--- src/rtl/gate_seq_pkg.sv ---
// gate_seq_pkg: shared definitions for the AXI4-Stream gate/pulse sequencer.
//   - default field widths and helpers that derive field offsets inside the
//     packed command word {step, level, poff, duration} (LSB first)
//   - sequencer state enum
package gate_seq_pkg;

   localparam int unsigned CNTR_WIDTH_DEF  = 32;
   localparam int unsigned POFF_WIDTH_DEF  = 32;
   localparam int unsigned LEVEL_WIDTH_DEF = 16;

   // Field offsets inside the command word
   function automatic int unsigned poff_lsb(input int unsigned cntr_w);
      return cntr_w;
   endfunction

   function automatic int unsigned level_lsb(input int unsigned cntr_w, input int unsigned poff_w);
      return cntr_w + poff_w;
   endfunction

   function automatic int unsigned step_lsb(input int unsigned cntr_w, input int unsigned poff_w,
                                            input int unsigned level_w);
      return cntr_w + poff_w + level_w;
   endfunction

   function automatic int unsigned cmd_width(input int unsigned cntr_w, input int unsigned poff_w,
                                             input int unsigned level_w);
      return cntr_w + poff_w + 2 * level_w;
   endfunction

   localparam int unsigned DATA_WIDTH_DEF = CNTR_WIDTH_DEF + POFF_WIDTH_DEF + 2 * LEVEL_WIDTH_DEF;

   typedef enum logic {
      IDLE   = 1'b0,
      ACTIVE = 1'b1
   } state_e;

endpackage

--- src/rtl/axis_gate_sequencer_if.sv ---
// axis_gate_sequencer_if: AXI4-Stream command channel into the sequencer.
//   tdata  : packed command {step, level, poff, duration}, LSB first
//   tvalid : command valid (master -> slave)
//   tready : command accepted when high with tvalid (slave -> master)
interface axis_gate_sequencer_if #(
   parameter int unsigned DATA_WIDTH = gate_seq_pkg::DATA_WIDTH_DEF
);
   logic [DATA_WIDTH-1:0] tdata;
   logic                  tvalid;
   logic                  tready;

   modport master (output tdata, output tvalid, input  tready);
   modport slave  (input  tdata, input  tvalid, output tready);
endinterface

--- src/rtl/gate_seq_sat_add.sv ---
// gate_seq_sat_add: combinational unsigned level plus signed step, clamped to
// [0, 2^LEVEL_WIDTH-1].
//   i_level : current unsigned level
//   i_step  : two's-complement per-cycle step
//   o_level : saturated sum
module gate_seq_sat_add #(
   parameter int unsigned LEVEL_WIDTH = 16
) (
   input  logic [LEVEL_WIDTH-1:0] i_level,
   input  logic [LEVEL_WIDTH-1:0] i_step,
   output logic [LEVEL_WIDTH-1:0] o_level
);

   // Two guard bits: sum spans [-2^(W-1), 2^W + 2^(W-1) - 2], so bit W+1 is the
   // sign and bit W flags overflow above the unsigned maximum.
   logic [LEVEL_WIDTH+1:0] w_sum;

   assign w_sum = {2'b00, i_level} + {{2{i_step[LEVEL_WIDTH-1]}}, i_step};

   always_comb begin
      if (w_sum[LEVEL_WIDTH+1]) begin
         o_level = '0;
      end else if (w_sum[LEVEL_WIDTH]) begin
         o_level = '1;
      end else begin
         o_level = w_sum[LEVEL_WIDTH-1:0];
      end
   end

endmodule

--- src/rtl/axis_gate_sequencer.sv ---
// axis_gate_sequencer: plays AXI4-Stream pulse commands back to back, driving
// phase offset, amplitude level and the RF gate.
//   aclk, aresetn : clock, synchronous active-low reset
//   s_axis        : command stream {step, level, poff, duration}
//   underrun_clr  : clears the sticky underrun flag
//   poff          : phase offset of the current command
//   level         : current amplitude (unsigned)
//   dout          : gate, high while active and level != 0
//   busy          : a command is active
//   underrun      : a command ended with no successor queued
// Build option: GATE_SEQ_RAMP_EN enables the per-cycle saturating level ramp;
// without it the step field is ignored and level is constant per command.
module axis_gate_sequencer
   import gate_seq_pkg::*;
#(
   parameter int unsigned CNTR_WIDTH  = CNTR_WIDTH_DEF,
   parameter int unsigned POFF_WIDTH  = POFF_WIDTH_DEF,
   parameter int unsigned LEVEL_WIDTH = LEVEL_WIDTH_DEF
) (
   input  logic                   aclk,
   input  logic                   aresetn,
   axis_gate_sequencer_if.slave   s_axis,
   input  logic                   underrun_clr,
   output logic [POFF_WIDTH-1:0]  poff,
   output logic [LEVEL_WIDTH-1:0] level,
   output logic                   dout,
   output logic                   busy,
   output logic                   underrun
);

   localparam int unsigned POFF_LSB  = poff_lsb(CNTR_WIDTH);
   localparam int unsigned LEVEL_LSB = level_lsb(CNTR_WIDTH, POFF_WIDTH);
   localparam int unsigned STEP_LSB  = step_lsb(CNTR_WIDTH, POFF_WIDTH, LEVEL_WIDTH);
   localparam int unsigned DATA_W    = cmd_width(CNTR_WIDTH, POFF_WIDTH, LEVEL_WIDTH);

   // Command fields
   logic [CNTR_WIDTH-1:0]  w_cmd_dur;
   logic [POFF_WIDTH-1:0]  w_cmd_poff;
   logic [LEVEL_WIDTH-1:0] w_cmd_level;
   logic [LEVEL_WIDTH-1:0] w_cmd_step;

   assign w_cmd_dur   = s_axis.tdata[POFF_LSB-1:0];
   assign w_cmd_poff  = s_axis.tdata[LEVEL_LSB-1:POFF_LSB];
   assign w_cmd_level = s_axis.tdata[STEP_LSB-1:LEVEL_LSB];
   assign w_cmd_step  = s_axis.tdata[DATA_W-1:STEP_LSB];

   // State and datapath registers
   state_e                 r_state, w_state_nxt;
   logic [CNTR_WIDTH-1:0]  r_cnt, w_cnt_nxt;
   logic [POFF_WIDTH-1:0]  r_poff, w_poff_nxt;
   logic [LEVEL_WIDTH-1:0] r_level, w_level_nxt;
   logic                   r_underrun, w_underrun_nxt;

   logic                   w_tready;
   logic                   w_accept;
   logic                   w_last;
   logic [LEVEL_WIDTH-1:0] w_level_ramp;

   assign w_last   = (r_cnt == CNTR_WIDTH'(1));
   assign w_accept = s_axis.tvalid & w_tready;

`ifdef GATE_SEQ_RAMP_EN
   logic [LEVEL_WIDTH-1:0] r_step;

   always_ff @(posedge aclk) begin
      if (!aresetn) begin
         r_step <= '0;
      end else if (w_accept) begin
         r_step <= w_cmd_step;
      end
   end

   gate_seq_sat_add #(
      .LEVEL_WIDTH (LEVEL_WIDTH)
   ) u_sat_add (
      .i_level (r_level),
      .i_step  (r_step),
      .o_level (w_level_ramp)
   );
`else
   // Step field is carried in tdata but deliberately ignored in this build.
   logic w_unused_step;

   assign w_unused_step = ^w_cmd_step;
   assign w_level_ramp  = r_level;
`endif

   // State register
   always_ff @(posedge aclk) begin
      if (!aresetn) begin
         r_state    <= IDLE;
         r_cnt      <= '0;
         r_poff     <= '0;
         r_level    <= '0;
         r_underrun <= 1'b0;
      end else begin
         r_state    <= w_state_nxt;
         r_cnt      <= w_cnt_nxt;
         r_poff     <= w_poff_nxt;
         r_level    <= w_level_nxt;
         r_underrun <= w_underrun_nxt;
      end
   end

   // Next-state logic
   always_comb begin
      w_state_nxt    = r_state;
      w_cnt_nxt      = r_cnt;
      w_poff_nxt     = r_poff;
      w_level_nxt    = r_level;
      w_underrun_nxt = r_underrun & ~underrun_clr;

      if (w_accept) begin
         // Zero duration still plays for one cycle
         w_state_nxt = ACTIVE;
         w_cnt_nxt   = (w_cmd_dur == '0) ? CNTR_WIDTH'(1) : w_cmd_dur;
         w_poff_nxt  = w_cmd_poff;
         w_level_nxt = w_cmd_level;
      end else if (r_state == ACTIVE) begin
         if (!w_last) begin
            w_cnt_nxt   = r_cnt - CNTR_WIDTH'(1);
            w_level_nxt = w_level_ramp;
         end else begin
            // Last cycle with nothing queued: drop the gate, keep poff.
            // Setting wins over a simultaneous clear.
            w_state_nxt    = IDLE;
            w_cnt_nxt      = '0;
            w_level_nxt    = '0;
            w_underrun_nxt = 1'b1;
         end
      end
   end

   // Outputs
   always_comb begin
      w_tready = aresetn & ((r_state == IDLE) | ((r_state == ACTIVE) & w_last));
      busy     = (r_state == ACTIVE);
      dout     = (r_state == ACTIVE) & (r_level != '0);
      poff     = r_poff;
      level    = r_level;
      underrun = r_underrun;
   end

   assign s_axis.tready = w_tready;

endmodule

--- src/flat_wrapper.sv ---
// flat-port wrapper written by rule: the top's interface ports become plain ports
module axis_gate_sequencer_flat import gate_seq_pkg::*;
#(
   parameter int unsigned CNTR_WIDTH  = CNTR_WIDTH_DEF,
   parameter int unsigned POFF_WIDTH  = POFF_WIDTH_DEF,
   parameter int unsigned LEVEL_WIDTH = LEVEL_WIDTH_DEF
)
  (aclk, aresetn, underrun_clr, poff, level, dout, busy, underrun, s_axis_tdata, s_axis_tvalid, s_axis_tready);
  axis_gate_sequencer_if #(.DATA_WIDTH(((32) + (32) + 2 * (16)))) s_axis_i ();
  input  logic aclk;
  input  logic aresetn;
  input  logic underrun_clr;
  output logic [POFF_WIDTH-1:0] poff;
  output logic [LEVEL_WIDTH-1:0] level;
  output logic dout;
  output logic busy;
  output logic underrun;
  input wire logic [$bits(s_axis_i.tdata)-1:0] s_axis_tdata;
  input wire logic [$bits(s_axis_i.tvalid)-1:0] s_axis_tvalid;
  output wire logic [$bits(s_axis_i.tready)-1:0] s_axis_tready;
  assign s_axis_i.tdata = s_axis_tdata;
  assign s_axis_i.tvalid = s_axis_tvalid;
  assign s_axis_tready = s_axis_i.tready;
  axis_gate_sequencer #(.CNTR_WIDTH(CNTR_WIDTH), .POFF_WIDTH(POFF_WIDTH), .LEVEL_WIDTH(LEVEL_WIDTH)) u_core (.aclk(aclk), .aresetn(aresetn), .s_axis(s_axis_i), .underrun_clr(underrun_clr), .poff(poff), .level(level), .dout(dout), .busy(busy), .underrun(underrun));
endmodule
--- config.mk ---
export PLATFORM = sky130hd
export DESIGN_NAME = axis_gate_sequencer_flat
export DESIGN_NICKNAME = d
export VERILOG_FILES = /design/src/rtl/gate_seq_pkg.sv /design/src/rtl/axis_gate_sequencer_if.sv /design/src/rtl/gate_seq_sat_add.sv /design/src/rtl/axis_gate_sequencer.sv /design/src/flat_wrapper.sv
export SDC_FILE = /design/constraint.sdc
export NUM_CORES = 1
export LEC_CHECK = 0
export BUFFER_PORTS_ARGS = -buffer_cell sky130_fd_sc_hd__buf_4
export CORE_ASPECT_RATIO = 0.9
export CORE_MARGIN = 8
export CORE_UTILIZATION = 45
export CTS_CLUSTER_DIAMETER = 80
export DETAILED_ROUTE_END_ITERATION = 10
export PLACE_DENSITY = 0.77
export SLEW_MARGIN = 20
export SYNTH_ARGS = -nofsm -noshare
export SYNTH_HDL_FRONTEND = slang
export SYNTH_HIERARCHICAL = 1
export SYNTH_SLANG_ARGS = --single-unit
--- constraint.sdc ---
create_clock -name aclk -period 2.5 [get_ports aclk]
set_clock_uncertainty 0.15 [all_clocks]
set_input_delay 0.125 -clock aclk [delete_from_list [all_inputs] [get_ports aclk]]
set_output_delay 0.125 -clock aclk [all_outputs]
set_load 0.005 [all_outputs]
==> results of run 1 <==
-- critical path, stage by stage, from the launching register on --
cell	delay, ns
dfxtp_1	0.40
ha_4	0.17
nor4b_4	0.17
and4_1	0.24
or4b_4	0.51
a211oi_4	0.31
buf_6	0.19
a221oi_1	0.09
nor2_1	0.14
-- cell usage in the layout, fill, tap and decap left out, types with 3 or more instances in the layout --
cell type and instances:
o211ai_1 3, a31oi_1 4, dlygate4sd3_1 78, nor3_1 10, a21oi_1 19, or4_1 4, nand2_1 104, nor4_4 3
and2_1 3, buf_4 177, nor4_1 21, o21ai_0 53, o21a_1 4, o21ai_1 3, a22o_1 16, or3_1 4
dfxtp_1 80, xor2_1 11, a22oi_1 3, a221oi_1 13, nor3_4 3, nand3_1 12, nor2_1 36, clkbuf_8 10
xnor2_1 5, nand4_1 8, inv_1 6
-- per-layer routing --
| layer | vias to the layer above | track usage | wire [µm] |
|---|---|---|---|
| met5 | - | 0 | 0 |
| met4 | 0 | 0.131 | 588 |
| met2 | 278 | 0.438 | 8080 |
| met3 | 56 | 0.0589 | 1270 |
| met1 | 2327 | 0.304 | 6330 |
| li1 | 2323 | - | - |
-- power groups by stage --
stage	clock [W]	sequential (W)	combinational, W
floorplan	0	0.00154	0.000524
global placement	0	0.00155	0.000963
detailed placement	0	0.00156	0.000986
CTS	0.00105	0.00153	0.00109
global route	0.00109	0.00156	0.00124
finish	0.00102	0.00155	0.00116
-- registers in the layout, summed over array words and instances, names as in the netlist --
name	count
u_core/busy	1
u_core/level	16
u_core/poff	32
u_core/r_cnt	32
u_core/underrun	1
-- worst paths after layout --
path                                       from          endpoint  slack, ns
worst min register to register   u_core/poff[1]    u_core/poff[1]       0.31
worst max-delay path            u_core/r_cnt[0]  u_core/r_cnt[10]       0.07
worst min-delay path            s_axis_tdata[1]   u_core/r_cnt[1]       0.02
worst max register to register  u_core/r_cnt[0]  u_core/r_cnt[10]       0.07
-- kinds of logic (layout without fill, tap and decap cells) --
group,Yosys count,in the layout,synth area share
simple gates,224,224,0.273
compound gates,141,141,0.232
flops,82,82,0.405
buf+inv,40,282,0.0413
xor+xnor,16,16,0.0346
mux,3,3,0.00802
fa+ha+maj,2,2,0.00617
-- cell type report --
type                       count  area [µm²]  share of cell area
clock buffer                  10         138              0.0211
clock inverter                 6        72.6              0.0111
inverter                       7        26.3             0.00403
multi-input combinational    386        2320               0.355
sequential                    82        1650               0.252
tap                          122         153              0.0234
timing repair buffer         259        2170               0.333
-- per-stage QoR --
stage	total power, W	instances	setup TNS (ns)	worst slack [ns]	area (µm²)
global route	0.00390	872	-0.00838	-0.00838	6520
floorplan	0.00207	508	0	0.0995	4060
CTS	0.00367	866	-0.00355	-0.00355	6420
finish	0.00373	872	0	0.0691	6520
detailed placement	0.00255	772	-0.523	-0.0935	5410
global placement	0.00252	772	0	0.0123	5410
-- repair_timing --
| action | in CTS | in global routing |
|---|---|---|
| hold endpoints to repair | 78 | 0 |
| pin swaps | 2 | 7 |
| resized for setup | 3 | 16 |
| cloned | 0 | 1 |
| setup buffers | 0 | 5 |
| hold buffers | 78 | 0 |
| endpoints found under the setup margin | 15 | 23 |
==> results.json, run 1 <==
{
  "grt_pass1_vias": 5172,
  "synthTopCellsByArea": "dfxtp_1 40%, nand2_1 9.6%, o21ai_0 6.5%",
  "synth_edf_count": 0,
  "internal_power_w": 0.00250,
  "syn_area_per_cell_um2": 7.98,
  "drtIter0Drc": 562,
  "h-tree-depth": 3,
  "status": "finished clean",
  "ys.warnings.count": 6,
  "power_switching_w": 0.00123,
  "portBuffers": 135,
  "fillers": 674,
  "clkPwrFrac": 0.274,
  "place_hpwl_um": 10600,
  "yosysTopAreaCell": "dfxtp_1",
  "swShare": 0.330,
  "finalHoldViolations": 0,
  "antenna_left": 0,
  "crit_path_start_kind": "flop",
  "arrival_ns": 2.57,
  "tritoncts_num_sinks": 82,
  "synthFlopType": "dfxtp_1",
  "grt-ovfl-total": 0,
  "p_leak_nw": 2.77,
  "initial_core_util": 0.455,
  "first_pass_iters": 5,
  "yosysMostFrequentCell": "nand2_1",
  "async_reset_ff_frac": 0,
  "yosys.area.top_type_share": 0.405,
  "ys_types": 57,
  "slew_violations": 0,
  "ys_seq_area_frac": 0.405,
  "core-area_um2": 8920,
  "post-route-min-period_ns": 2.43,
  "min_path_type": "input port to flop",
  "n_antenna_cell": 0,
  "syn2layout_area_growth_pct": 60.9,
  "fin_util": 0.731,
  "seqPwrFrac": 0.415,
  "avgViaCountPerCell": 5.72,
  "critical_path_class": "flop to flop",
  "power_frac_comb": 0.310,
  "whs_path_depth": 3,
  "clk_latency_ns": 0.35,
  "routedWlPerCell_um": 18.7,
  "fp.dieH_um": 106,
  "routabilityCongestion": 0.984,
  "synth_area_um2": 4060,
  "synthTopCellsByCount": "104 x nand2_1, 82 x dfxtp_1, 53 x o21ai_0, 38 x nor2_1, 24 x clkbuf_1",
  "cts_buffer_depth": 2,
  "p_per_area_nw_per_um2": 572,
  "cts_tree": "built",
  "clkTransAtPathRegs_ns": 0.09,
  "drive_above_1_share": 0.293,
  "syn_nets": 610,
  "drc": 0,
  "placement_rows": 33,
  "ioPinCount": 152,
  "reg2reg_depth": 8,
  "irDropWorstVdd_uv": 383,
  "dieArea_um2": 12300,
  "fin_crit_sh": 0.972,
  "wirelength_um": 16300,
  "max_freq_mhz": 411,
  "tightest_slew_ns": 0.782,
  "cts_root_buf": "clkbuf_8",
  "grt_pass1_wl_um": 25700,
  "num_vias": 4984,
  "die_w_um": 116,
  "final_nets": 847,
  "grt_start_max_net_pins": 71,
  "cap_violations": 0,
  "crit_fanout": 6,
  "cts_buffers": 9,
  "slew_headroom": 0.477,
  "syn_inst": 508,
  "grt_usage": 0.260,
  "antenna_found_initial": 0,
  "crit_required_ns": 2.64,
  "endpoint_kind": "flop",
  "synth_seq_cells": 82,
  "setup_viol": 0,
  "hold_slack_ns": 0.0237
}
Note: power is estimated with default switching activity, not from simulation.
==> run 2, diff against run 1 <==
--- a/config.mk
+++ b/config.mk
@@ -6,12 +6,14 @@
 export NUM_CORES = 1
 export LEC_CHECK = 0
 export BUFFER_PORTS_ARGS = -buffer_cell sky130_fd_sc_hd__buf_4
+export CELL_PAD_IN_SITES_DETAIL_PLACEMENT = 0
+export CELL_PAD_IN_SITES_GLOBAL_PLACEMENT = 1
 export CORE_ASPECT_RATIO = 0.9
 export CORE_MARGIN = 8
-export CORE_UTILIZATION = 45
+export CORE_UTILIZATION = 32
 export CTS_CLUSTER_DIAMETER = 80
 export DETAILED_ROUTE_END_ITERATION = 10
-export PLACE_DENSITY = 0.77
+export PLACE_DENSITY_LB_ADDON = 0.1
 export SLEW_MARGIN = 20
 export SYNTH_ARGS = -nofsm -noshare
 export SYNTH_HDL_FRONTEND = slang
==> run 2 against run 1 <==
  * Total power up 8.1%
  * Largest cell class unchanged
  * Utilization is 20 points lower
  * Clock-buffer cell count unchanged
==> results.json, run 2 (synthesis gave the netlist of run 1 again) <==
{
  "num_vias": 4684,
  "cts_buffers": 9,
  "grt_pass1_vias": 4505,
  "post-route-min-period_ns": 2.39,
  "place_hpwl_um": 11300,
  "p_leak_nw": 2.84,
  "hold_slack_ns": 0.0222,
  "dieArea_um2": 16500,
  "wirelength_um": 15600,
  "antenna_left": 0,
  "final_cell_mix": "180 x buf_4, 104 x nand2_1, 80 x dfxtp_1",
  "h-tree-depth": 3,
  "p_per_area_nw_per_um2": 601,
  "crit_required_ns": 2.64,
  "die_w_um": 135,
  "ioPinCount": 152,
  "placement_rows": 39,
  "cpPeakStageDelay_ns": 0.51,
  "finalHoldViolations": 0,
  "avgViaCountPerCell": 5.10,
  "fp.dieH_um": 123,
  "cp_slowest_cell": "or4b_4",
  "initial_core_util": 0.323,
  "min_path_type": "input port to flop",
  "rsz0062_at_grt": "false",
  "total_power_w": 0.00403,
  "slew_violations": 0,
  "r2r_start": "u_core/r_cnt[25]",
  "antenna_found_initial": 0,
  "arrival_ns": 2.53,
  "first_pass_iters": 4,
  "cts_tree": "built",
  "n_antenna_cell": 0,
  "cap_violations": 0,
  "regArea_um2": 1640,
  "drc": 0,
  "tightest_slew_ns": 0.729,
  "grt_start_max_net_pins": 48,
  "drtIter0Drc": 297,
  "tritoncts_num_sinks": 82,
  "critPathBufInv": 1,
  "critical_path_class": "flop to flop",
  "status": "finished clean",
  "hold_start": "s_axis_tdata[26]",
  "crit_fanout": 4,
  "fillers": 1159,
  "routabilityCongestion": 0.906,
  "core-area_um2": 12500,
  "syn2layout_area_growth_pct": 65.4,
  "path_cells": "nor4_4 > and4_1 > or4b_4 > a211oi_4 > buf_2 > o211ai_1 > nand3_1",
  "grt_pass1_wl_um": 24300,
  "cts_buffer_depth": 2,
  "routedWlPerCell_um": 17.0,
  "crit_path_start_kind": "flop",
  "setup_viol": 0,
  "critPathLaunch": "u_core/r_cnt[25]",
  "endpoint_kind": "flop",
  "final_common_cell": "buf_4",
  "irDropWorstVdd_uv": 402,
  "max_freq_mhz": 418,
  "slew_headroom": 0.512,
  "cts_root_buf": "clkbuf_16",
  "portBuffers": 135,
  "clk_latency_ns": 0.35,
  "critPathTopFamily": "simple AND/OR/NAND/NOR gates",
  "final_nets": 851,
  "multi_input_area_um2": 2340,
  "clkTransAtPathRegs_ns": 0.07,
  "grt_usage": 0.184,
  "grt-ovfl-total": 0,
  "drive_above_1_share": 0.300,
  "fin_crit_sh": 0.956
}
## run 2: area by class of cell
class | count | area share
multi-input combinational | 386 | 0.349
timing repair buffer | 263 | 0.328
sequential | 82 | 0.245
clock buffer | 10 | 0.0341
tap | 164 | 0.0306
clock inverter | 6 | 0.00988
inverter | 7 | 0.00392
## run 2: worst paths after layout
path | to | slack, ns | cells past startpoint
max | u_core/r_cnt[11] | 0.11 | 7
min reg2reg | u_core/poff[29] | 0.30 | 2
max reg2reg | u_core/r_cnt[11] | 0.11 | 7
min | u_core/r_cnt[26] | 0.02 | 3
## run 2: timing repair
item                                   in CTS  in global routing
setup buffers                               0                  3
endpoints found under the hold margin      77                  0
hold buffers                               78                  0
pin swaps                                   0                  5
gates cloned                                0                  1
resized for setup                           2                 17
setup endpoints to repair                   5                 18
## run 2: metrics by stage
stage	setup slack [ns]	setup TNS [ns]	utilization	instance area [µm²]	std cells
finish	0.110	0	0.535	6710	918
global route	0.00887	0	0.535	6710	918
CTS	0.00860	0	0.526	6600	914
detailed placement	-0.00995	-0.00995	0.439	5510	820
global placement	0.0736	0	0.439	5510	820
floorplan	0.0995	0	-	4060	508
## run 2: power breakdown
part | switching, W | internal (W)
registers | 0.000119 | 0.00142
clock network | 0.000566 | 0.000778
logic | 0.000566 | 0.000582
total | 0.00125 | 0.00278
## run 2: tightest hold or removal path: stages
cell	delay, ns
buf_4	0.10
a31oi_1	0.07
o22ai_1	0.16
## run 2: layer usage
metal  track usage  part of all wire  vias up
met1         0.243              0.45     2179
met4        0.0568             0.015        0
met3        0.0581             0.066       20
met5             0                 0        -
met2         0.282              0.46      155
li1              -                 -     2330
